`config.mk`:
```
export PLATFORM = sky130hd
export DESIGN_NAME = sound_cue_scheduler
export DESIGN_NICKNAME = d
export VERILOG_FILES = /design/src/rtl/sound_cue_scheduler.sv
export SDC_FILE = /design/constraint.sdc
export NUM_CORES = 1
export LEC_CHECK = 0
export CAP_MARGIN = 20
export CORE_UTILIZATION = 50
export DETAILED_ROUTE_END_ITERATION = 6
export PLACE_DENSITY = 0.71
export SETUP_SLACK_MARGIN = 0.05
export SYNTH_ARGS = -nofsm -noshare
export SYNTH_HDL_FRONTEND = slang
export SYNTH_SLANG_ARGS = --single-unit
export TNS_END_PERCENT = 30
```
`constraint.sdc`:
```
create_clock -name i_Clk -period 6.7 [get_ports i_Clk]
set_input_delay 2.01 -clock i_Clk [delete_from_list [all_inputs] [get_ports i_Clk]]
set_output_delay 2.01 -clock i_Clk [all_outputs]
set_load 0.02 [all_outputs]
```
`src/rtl/sound_cue_scheduler.sv`:
```
// Judgment-to-tone cue scheduler: arbitrates simultaneous lane hits, queues the winners,
// and issues one-cycle tone commands spaced MIN_GAP_CYCLES apart.
module sound_cue_scheduler #(
    parameter int NUM_LANES      = 4,
    parameter int FIFO_DEPTH     = 4,
    parameter int MIN_GAP_CYCLES = 3_000_000,
    parameter int GAP_W          = 22
) (
    input  logic                               i_Clk,
    input  logic                               i_Rst,
    input  logic [2*NUM_LANES-1:0]             i_Lane_Cmd,
    input  logic                               i_Mute,
    output logic [1:0]                         o_Sound_Cmd,
    output logic                               o_Busy,
    output logic [$clog2(FIFO_DEPTH+1)-1:0]    o_Fifo_Count,
    output logic [7:0]                         o_Drop_Cnt
);

    localparam int CNT_W = $clog2(FIFO_DEPTH + 1);
    localparam int PTR_W = $clog2(FIFO_DEPTH);
    localparam int SUM_W = 4;
    localparam logic [GAP_W-1:0] GAP_LOAD = GAP_W'(MIN_GAP_CYCLES - 1);
    localparam logic [CNT_W-1:0] CNT_FULL = CNT_W'(FIFO_DEPTH);

    typedef enum logic [0:0] {
        ST_IDLE = 1'b0,
        ST_GAP  = 1'b1
    } state_t;

    state_t             state_r, state_nxt_s;
    logic [GAP_W-1:0]   gap_r, gap_nxt_s;
    logic [1:0]         mem_r [FIFO_DEPTH];
    logic [PTR_W-1:0]   wr_ptr_r, rd_ptr_r;
    logic [CNT_W-1:0]   count_r, count_nxt_s;
    logic [1:0]         sound_r, sound_nxt_s;
    logic               busy_r, busy_nxt_s;
    logic [7:0]         drop_r, drop_nxt_s;

    logic [1:0]         win_code_s;
    logic               win_valid_s;
    logic [SUM_W-1:0]   nz_cnt_s;
    logic               full_s, pop_s, push_s, ovf_drop_s;
    logic [SUM_W-1:0]   drop_sum_s;
    logic [8:0]         drop_tot_s;

    // Arbitration: smallest nonzero code wins (PERFECT < GOOD < MISS); count active lanes.
    always_comb begin
        win_code_s = 2'd0;
        nz_cnt_s   = {SUM_W{1'b0}};
        for (int k = 0; k < NUM_LANES; k++) begin
            if (i_Lane_Cmd[2*k +: 2] != 2'd0) begin
                nz_cnt_s = nz_cnt_s + SUM_W'(1);
                if ((win_code_s == 2'd0) || (i_Lane_Cmd[2*k +: 2] < win_code_s)) begin
                    win_code_s = i_Lane_Cmd[2*k +: 2];
                end else begin
                    win_code_s = win_code_s;
                end
            end else begin
                nz_cnt_s = nz_cnt_s;
            end
        end
        win_valid_s = (win_code_s != 2'd0);
    end

    // Issue FSM: pop the head from IDLE when unmuted, then hold off for the gap.
    always_comb begin
        state_nxt_s = state_r;
        gap_nxt_s   = gap_r;
        pop_s       = 1'b0;
        sound_nxt_s = 2'd0;
        case (state_r)
            ST_IDLE: begin
                if ((count_r != {CNT_W{1'b0}}) && !i_Mute) begin
                    pop_s       = 1'b1;
                    sound_nxt_s = mem_r[rd_ptr_r];
                    gap_nxt_s   = GAP_LOAD;
                    state_nxt_s = ST_GAP;
                end else begin
                    gap_nxt_s   = {GAP_W{1'b0}};
                end
            end
            ST_GAP: begin
                if (gap_r <= GAP_W'(1)) begin
                    gap_nxt_s   = {GAP_W{1'b0}};
                    state_nxt_s = ST_IDLE;
                end else begin
                    gap_nxt_s   = gap_r - GAP_W'(1);
                end
            end
            default: begin
                gap_nxt_s   = {GAP_W{1'b0}};
                state_nxt_s = ST_IDLE;
            end
        endcase
    end

    // Queue bookkeeping and drop accounting; mute discards everything silently.
    always_comb begin
        full_s     = (count_r == CNT_FULL);
        push_s     = win_valid_s && !i_Mute && (!full_s || pop_s);
        ovf_drop_s = win_valid_s && !i_Mute && full_s && !pop_s;
        if (i_Mute) begin
            count_nxt_s = {CNT_W{1'b0}};
            drop_sum_s  = {SUM_W{1'b0}};
        end else begin
            case ({push_s, pop_s})
                2'b10:   count_nxt_s = count_r + CNT_W'(1);
                2'b01:   count_nxt_s = count_r - CNT_W'(1);
                default: count_nxt_s = count_r;
            endcase
            drop_sum_s = nz_cnt_s - SUM_W'(win_valid_s) + SUM_W'(ovf_drop_s);
        end
        drop_tot_s = {1'b0, drop_r} + {{(9-SUM_W){1'b0}}, drop_sum_s};
        if (drop_tot_s > 9'd255) begin
            drop_nxt_s = 8'd255;
        end else begin
            drop_nxt_s = drop_tot_s[7:0];
        end
        busy_nxt_s = (state_nxt_s == ST_GAP) || (count_nxt_s != {CNT_W{1'b0}});
    end

    // State, queue storage and status registers.
    always_ff @(posedge i_Clk) begin
        if (i_Rst) begin
            state_r  <= ST_IDLE;
            gap_r    <= {GAP_W{1'b0}};
            wr_ptr_r <= {PTR_W{1'b0}};
            rd_ptr_r <= {PTR_W{1'b0}};
            count_r  <= {CNT_W{1'b0}};
            sound_r  <= 2'd0;
            busy_r   <= 1'b0;
            drop_r   <= 8'd0;
            for (int i = 0; i < FIFO_DEPTH; i++) begin
                mem_r[i] <= 2'd0;
            end
        end else begin
            state_r <= state_nxt_s;
            gap_r   <= gap_nxt_s;
            count_r <= count_nxt_s;
            sound_r <= sound_nxt_s;
            busy_r  <= busy_nxt_s;
            drop_r  <= drop_nxt_s;
            if (i_Mute) begin
                wr_ptr_r <= {PTR_W{1'b0}};
                rd_ptr_r <= {PTR_W{1'b0}};
            end else begin
                if (push_s) begin
                    mem_r[wr_ptr_r] <= win_code_s;
                    wr_ptr_r        <= wr_ptr_r + PTR_W'(1);
                end
                if (pop_s) begin
                    rd_ptr_r <= rd_ptr_r + PTR_W'(1);
                end
            end
        end
    end

    assign o_Sound_Cmd  = sound_r;
    assign o_Busy       = busy_r;
    assign o_Fifo_Count = count_r;
    assign o_Drop_Cnt   = drop_r;

endmodule

```
* Yosys cells after proc, flatten, opt, wreduce, memory -nomap -nowiden
Memory sizes are Yosys's and may differ from the RTL's. A register that Yosys moved wholly into a read port is not among the register bits. Index checks and enable logic that the tools add are counted.
Storage, ports and cells: bits in registers 39, RAM bits 8, bits of input ports 11, output and inout bits 14, word-level logic and storage cells 86, memories kept 1
Memory list:
- mem_r | words 4, width 2, read ports 1, clocked after Yosys merged registers in 1, wr ports 4, line 32 | logic [1:0] mem_r [FIFO_DEPTH];
Cells by class: add/subtract/negate cells 11, $lt $le $gt $ge 5, eq/ne operators 3, mux-type cells 31, bitwise logic cells 2, reductions and logical operators 26
Operators by type and width (count):
- two-way mux 22 bit | 2
- case mux 22 bit (2 select lines) | 1
- <= comparator 22 x 1 -> 1 bit, second input constant | 1
- subtractor 22 x 1 -> 22 bit, second input constant | 1
- two-way mux 2 bit | 9
- two-way mux 4 bit | 4
- adder 4 x 1 -> 4 bit, second input constant | 3
- two-way mux 1 bit | 11
- nonzero test 2 bit | 5
- adder 8 x 4 -> 9 bit | 1
- > comparator 9 x 8 -> 1 bit, second input constant | 1
- two-way mux 8 bit | 1
- zero test 2 bit | 3
- < comparator 2 bit | 3
- case mux 3 bit (2 select lines) | 1
- nonzero test 3 bit | 2
- logical AND 1 bit | 5
- logical OR 1 bit | 5
- adder 2 x 1 -> 2 bit, second input constant | 2
- adder 4 x 1 -> 4 bit | 1
- OR reduction 2 bit | 2
- subtractor 4 x 1 -> 4 bit | 1
- adder 3 x 1 -> 3 bit, second input constant | 1
- == test 3 bit, second input constant | 1
- other kinds (8) | 11

* Longest topological paths before layout
Gate-level depths: netlist of run 1.
depth after elaboration 23, mapped depth 18, depth with buffers taken out 18

* Worst setup path before layout of run 1
No wires, ideal clock.
kind input -> register, from in i_Lane_Cmd[3], to reg drop_r[5] (netlist: o_Drop_Cnt[5]), setup time 0.074 ns, arrival 5.262 ns, setup slack 1.364 ns, stages on the path 16, cell sequence or2_2 ha_1 xnor2_1 ha_1 mux2_2 inv_1 ha_1 a21o_1 a21oi_1 xnor2_1 nor2b_1 ha_1 a21o_1 nand2_1 or3_1 a31oi_1
On the way: cells in the longest elaborated chain, start to end 21, elaborated cells between the ends (all ways) 30, classes of those cells add/sub: 5; order compare: 4; mux: 11; reduce/logical: 10
RTL lines:
- start, declared | line 11 | input logic [2*NUM_LANES-1:0] i_Lane_Cmd,
- parallel branches: the longest is 16 deep, another holds < comparator 2 bit
- adder 4 x 1 -> 4 bit * | line 111 | drop_sum_s = nz_cnt_s - SUM_W'(win_valid_s) + SUM_W'(ovf_drop_s);
- two-way mux 4 bit * | line 102 | if (i_Mute) begin
- adder 8 x 4 -> 9 bit * | line 113 | drop_tot_s = {1'b0, drop_r} + {{(9-SUM_W){1'b0}}, drop_sum_s};
- > comparator 9 x 8 -> 1 bit | line 114 | if (drop_tot_s > 9'd255) begin
- two-way mux 8 bit * | line 114
- end signal, assigned | line 142 | drop_r <= drop_nxt_s;
- end, declared | line 37 | logic [7:0] drop_r, drop_nxt_s;
Every way passes the cells marked *. A chain may end at the register's enable or synchronous reset.

* Worst setup path after layout of run 1
Ends and elaborated chain as after synthesis.

==> metrics.yaml, run 1 <==
status:
  status: "finished, final reports clean"
layout:
  drive_gt1_share_pct: 5.78
  fillers: 508
  nets: 375
  multi_input_comb_area_um2: 1680
  diodes: 0
  syn_to_final_growth_pct: 12.1
  seq_area_um2: 1060
  utilization_pct: 58.4
synthesis:
  yosysSeqAreaShare_pct: 36.8
  synthCells: 322
  synth-warning-count: 0
  ys_ff_latch: 49
  synth.net_count: 351
  ys.flop_type: "dfxtp_1"
  synth_cell_type_count: 53
  syn_area_per_cell_um2: 8.96
  netlist_area_um2: 2880
  synth_edf_count: 8
  async_reset_ff_share_pct: 0
grt:
  antenna_found_initial: 0
  grt_pass1_wl_um: 9700
  grt_use_total_pct: 20.1
  overflow: 0
  grt_max_degree: 23
  grt_pass1_vias: 2239
cts:
  postCtsSetupBuffers: 0
  clock_latency_ns: 0.29
  postCtsHoldBufs: 0
  cts_resized: 0
  h-tree-depth: 2
  cts_sinks: 49
  clockBufferDepth: 2
  root_buffer: "clkbuf_8"
  cts_buffers: 5
  cts_tree: "yes"
  cts.clk_slew.worst_paths_ns: 0.08
sta:
  clock.fmax_mhz: 171
  slew_headroom_pct: 35.2
  setup_viol: 0
  fin_skew_ns: 0.00619
  rsz0062_at_grt: "false"
  holdWs_ns: 0.501
  period_needed_ns: 5.84
  tightest_slew_ns: 0.966
  slew_viol_final: 0
  hold_violations: 0
  finalCritPeriodShare_pct: 87.2
  final.setup.tns_ns: 0
worst_setup_path:
  cp_num_buf_inv: 2
  cp_cell_sequence: "clkdlybuf4s50_1 > or2_2 > ha_1 > xnor2_1 > ha_1 > mux2_2 > inv_1 > ha_1 > a21o_1 > a21oi_1 > xnor2_1 > nor2b_1 > ha_1 > a21o_1 > nand2_1 > or3_1 > a31oi_1"
  crit_arrival_ns: 6.07
  crit_family: "adder cells"
  crit_path_start_kind: "input pin"
  crit_path_max_fanout: 8
  required_ns: 6.92
  max_stage_delay_ns: 0.53
  r2r_slack_ns: 3.25
  crit_top_cell: "ha_1"
  timing_worst_setup_path_type: "input pin to register"
  cpMaxStageDelayCell: "clkdlybuf4s50_1"
  cp-end-kind: "register"
placement:
  dp_hpwl_um: 4240
  io_buffers: 24
  routabilityCongestion: 0.816
route:
  wirelength_um: 5570
  dr.max_layer_used: "met4"
  drtIter0Drc: 92
  drc_errors: 0
  vias_per_cell: 5.64
  post_drt_wl_per_cell_um: 13.3
  dr.pass1.iters: 4
  ant_nets: 0
  wl_met2_um: 2700
  dr_wl_met3_um: 201
  num_vias: 2356
  wl_met1_um: 2590
floorplanning:
  die_h_um: 77.9
  boundaryPins: 25
  initial_utilization_pct: 52.1
  rows: 27
  core_area_um2: 5540
  die_w_um: 77.9
  dieArea_um2: 6080
flow_run:
  cap_violations: 0
hold_path:
  hold_path.class: "register to register"
power:
  power_density_nw_per_um2: 239
  p_leak_nw: 1.33
  peakVddDrop_mv: 0.133
[worst min-delay path, stage by stage, from the launching register on]
cell and delay, ns:
dfxtp_1 0.34, nand2_1 0.06, a21oi_1 0.05
[sequential cells by signal (all words and copies together) (netlist names)]
name and count:
mem_r 8, rd_ptr_r 2, gap_r 22, o_Busy 1, o_Sound_Cmd 2, wr_ptr_r 2
o_Drop_Cnt 8, o_Fifo_Count 3, state_r 1
[power by group]
group	leakage, nW	internal, mW	switching (mW)
sequential	0.415	0.321	0.0187
combinational	0.877	0.130	0.143
clock	0.0410	0.0711	0.0893
total	1.33	0.522	0.251
[area by class of cell]
| type | instances | area share, % |
|---|---|---|
| repair buffers | 24 | 7.43 |
| well taps | 72 | 2.79 |
| inverters | 23 | 2.67 |
| multi-input cells | 243 | 51.9 |
| clock inverters | 1 | 0.155 |
| flip-flops and latches | 49 | 32.8 |
| clock buffers | 6 | 2.24 |
[cell usage in the layout, fill, tap and decap left out, types with 6 or more instances in the layout]
master	netlist	routed
dfxtp_1	41	41
nor2_1	30	30
nand2_1	27	27
xnor2_1	24	24
a21oi_1	24	24
clkdlybuf4s50_1	0	24
inv_1	23	23
nor3_1	18	18
ha_1	15	15
nor4_1	8	8
o21ai_0	8	8
edfxtp_1	8	8
a211oi_1	7	7
or3_1	7	7
nand4_1	6	6
[Yosys cell counts (all sizes together), types with 5 or more instances]
cell / n / share of area, %
nor4: 8 / 1.7
or4: 6 / 1.8
xor2: 5 / 1.5
nand2: 27 / 3.5
nor3: 18 / 3.1
a21oi: 24 / 4.2
ha: 15 / 6.5
a211oi: 7 / 1.8
edfxtp: 8 / 8.3
xnor2: 24 / 7.3
dfxtp: 41 / 28
o21ai: 8 / 1.4
nand4: 6 / 1.3
a31oi: 5 / 1.1
or3: 8 / 1.8
inv: 23 / 3.0
nor2: 30 / 3.9
[layer usage]
metal / vias up / global-route usage [%]
met1: 1107 / 25.1
li1: 1204 / -
met4: 0 / 7.22
met3: 8 / 3.41
met5: - / 0
met2: 37 / 34.7
[stage by stage]
step           power (mW)  cells  cell area [µm²]  worst slack [ns]
5_1_grt             0.828    418             3230             0.601
2_1_floorplan       0.553    322             2880              1.36
4_1_cts             0.782    418             3230             0.849
3_3_place_gp        0.612    411             3160             0.664
6_report            0.773    418             3230             0.856
3_5_place_dp        0.620    411             3160             0.549
[final timing paths]
| kind | startpoint | to | depth (start not counted) |
|---|---|---|---|
| max | i_Lane_Cmd[3] | o_Drop_Cnt[5] | 17 |
| max reg2reg | state_r | o_Drop_Cnt[5] | 15 |
| min reg2reg | wr_ptr_r[1] | wr_ptr_r[1] | 2 |
| min | wr_ptr_r[1] | wr_ptr_r[1] | 2 |
[logic make-up after synthesis]
family | count (synthesis) | synth area share (%)
adder cells (fa/ha/maj) | 19 | 8.94
buffers and inverters | 30 | 4.99
AND/OR/NAND/NOR | 127 | 23.1
flip-flops | 49 | 36.8
multiplexers | 6 | 2.99
XOR/XNOR | 29 | 8.81
AO/OA/AOI/OAI | 62 | 14.4
No activity file was read; power rests on OpenSTA's default activity.
==> run 2, diff against run 1 <==
- ABC_CLOCK_PERIOD_IN_PS: not set -> 6700
- CAP_MARGIN: 20 -> not set
==> results of run 2 <==
Same layout as run 1: the final DEF is identical, and so are final timing and power.
==> run 3, diff against run 2 <==
- SLEW_MARGIN: not set -> 20
==> results of run 3 <==
Same layout as run 1: the final DEF is identical, and so are final timing and power.
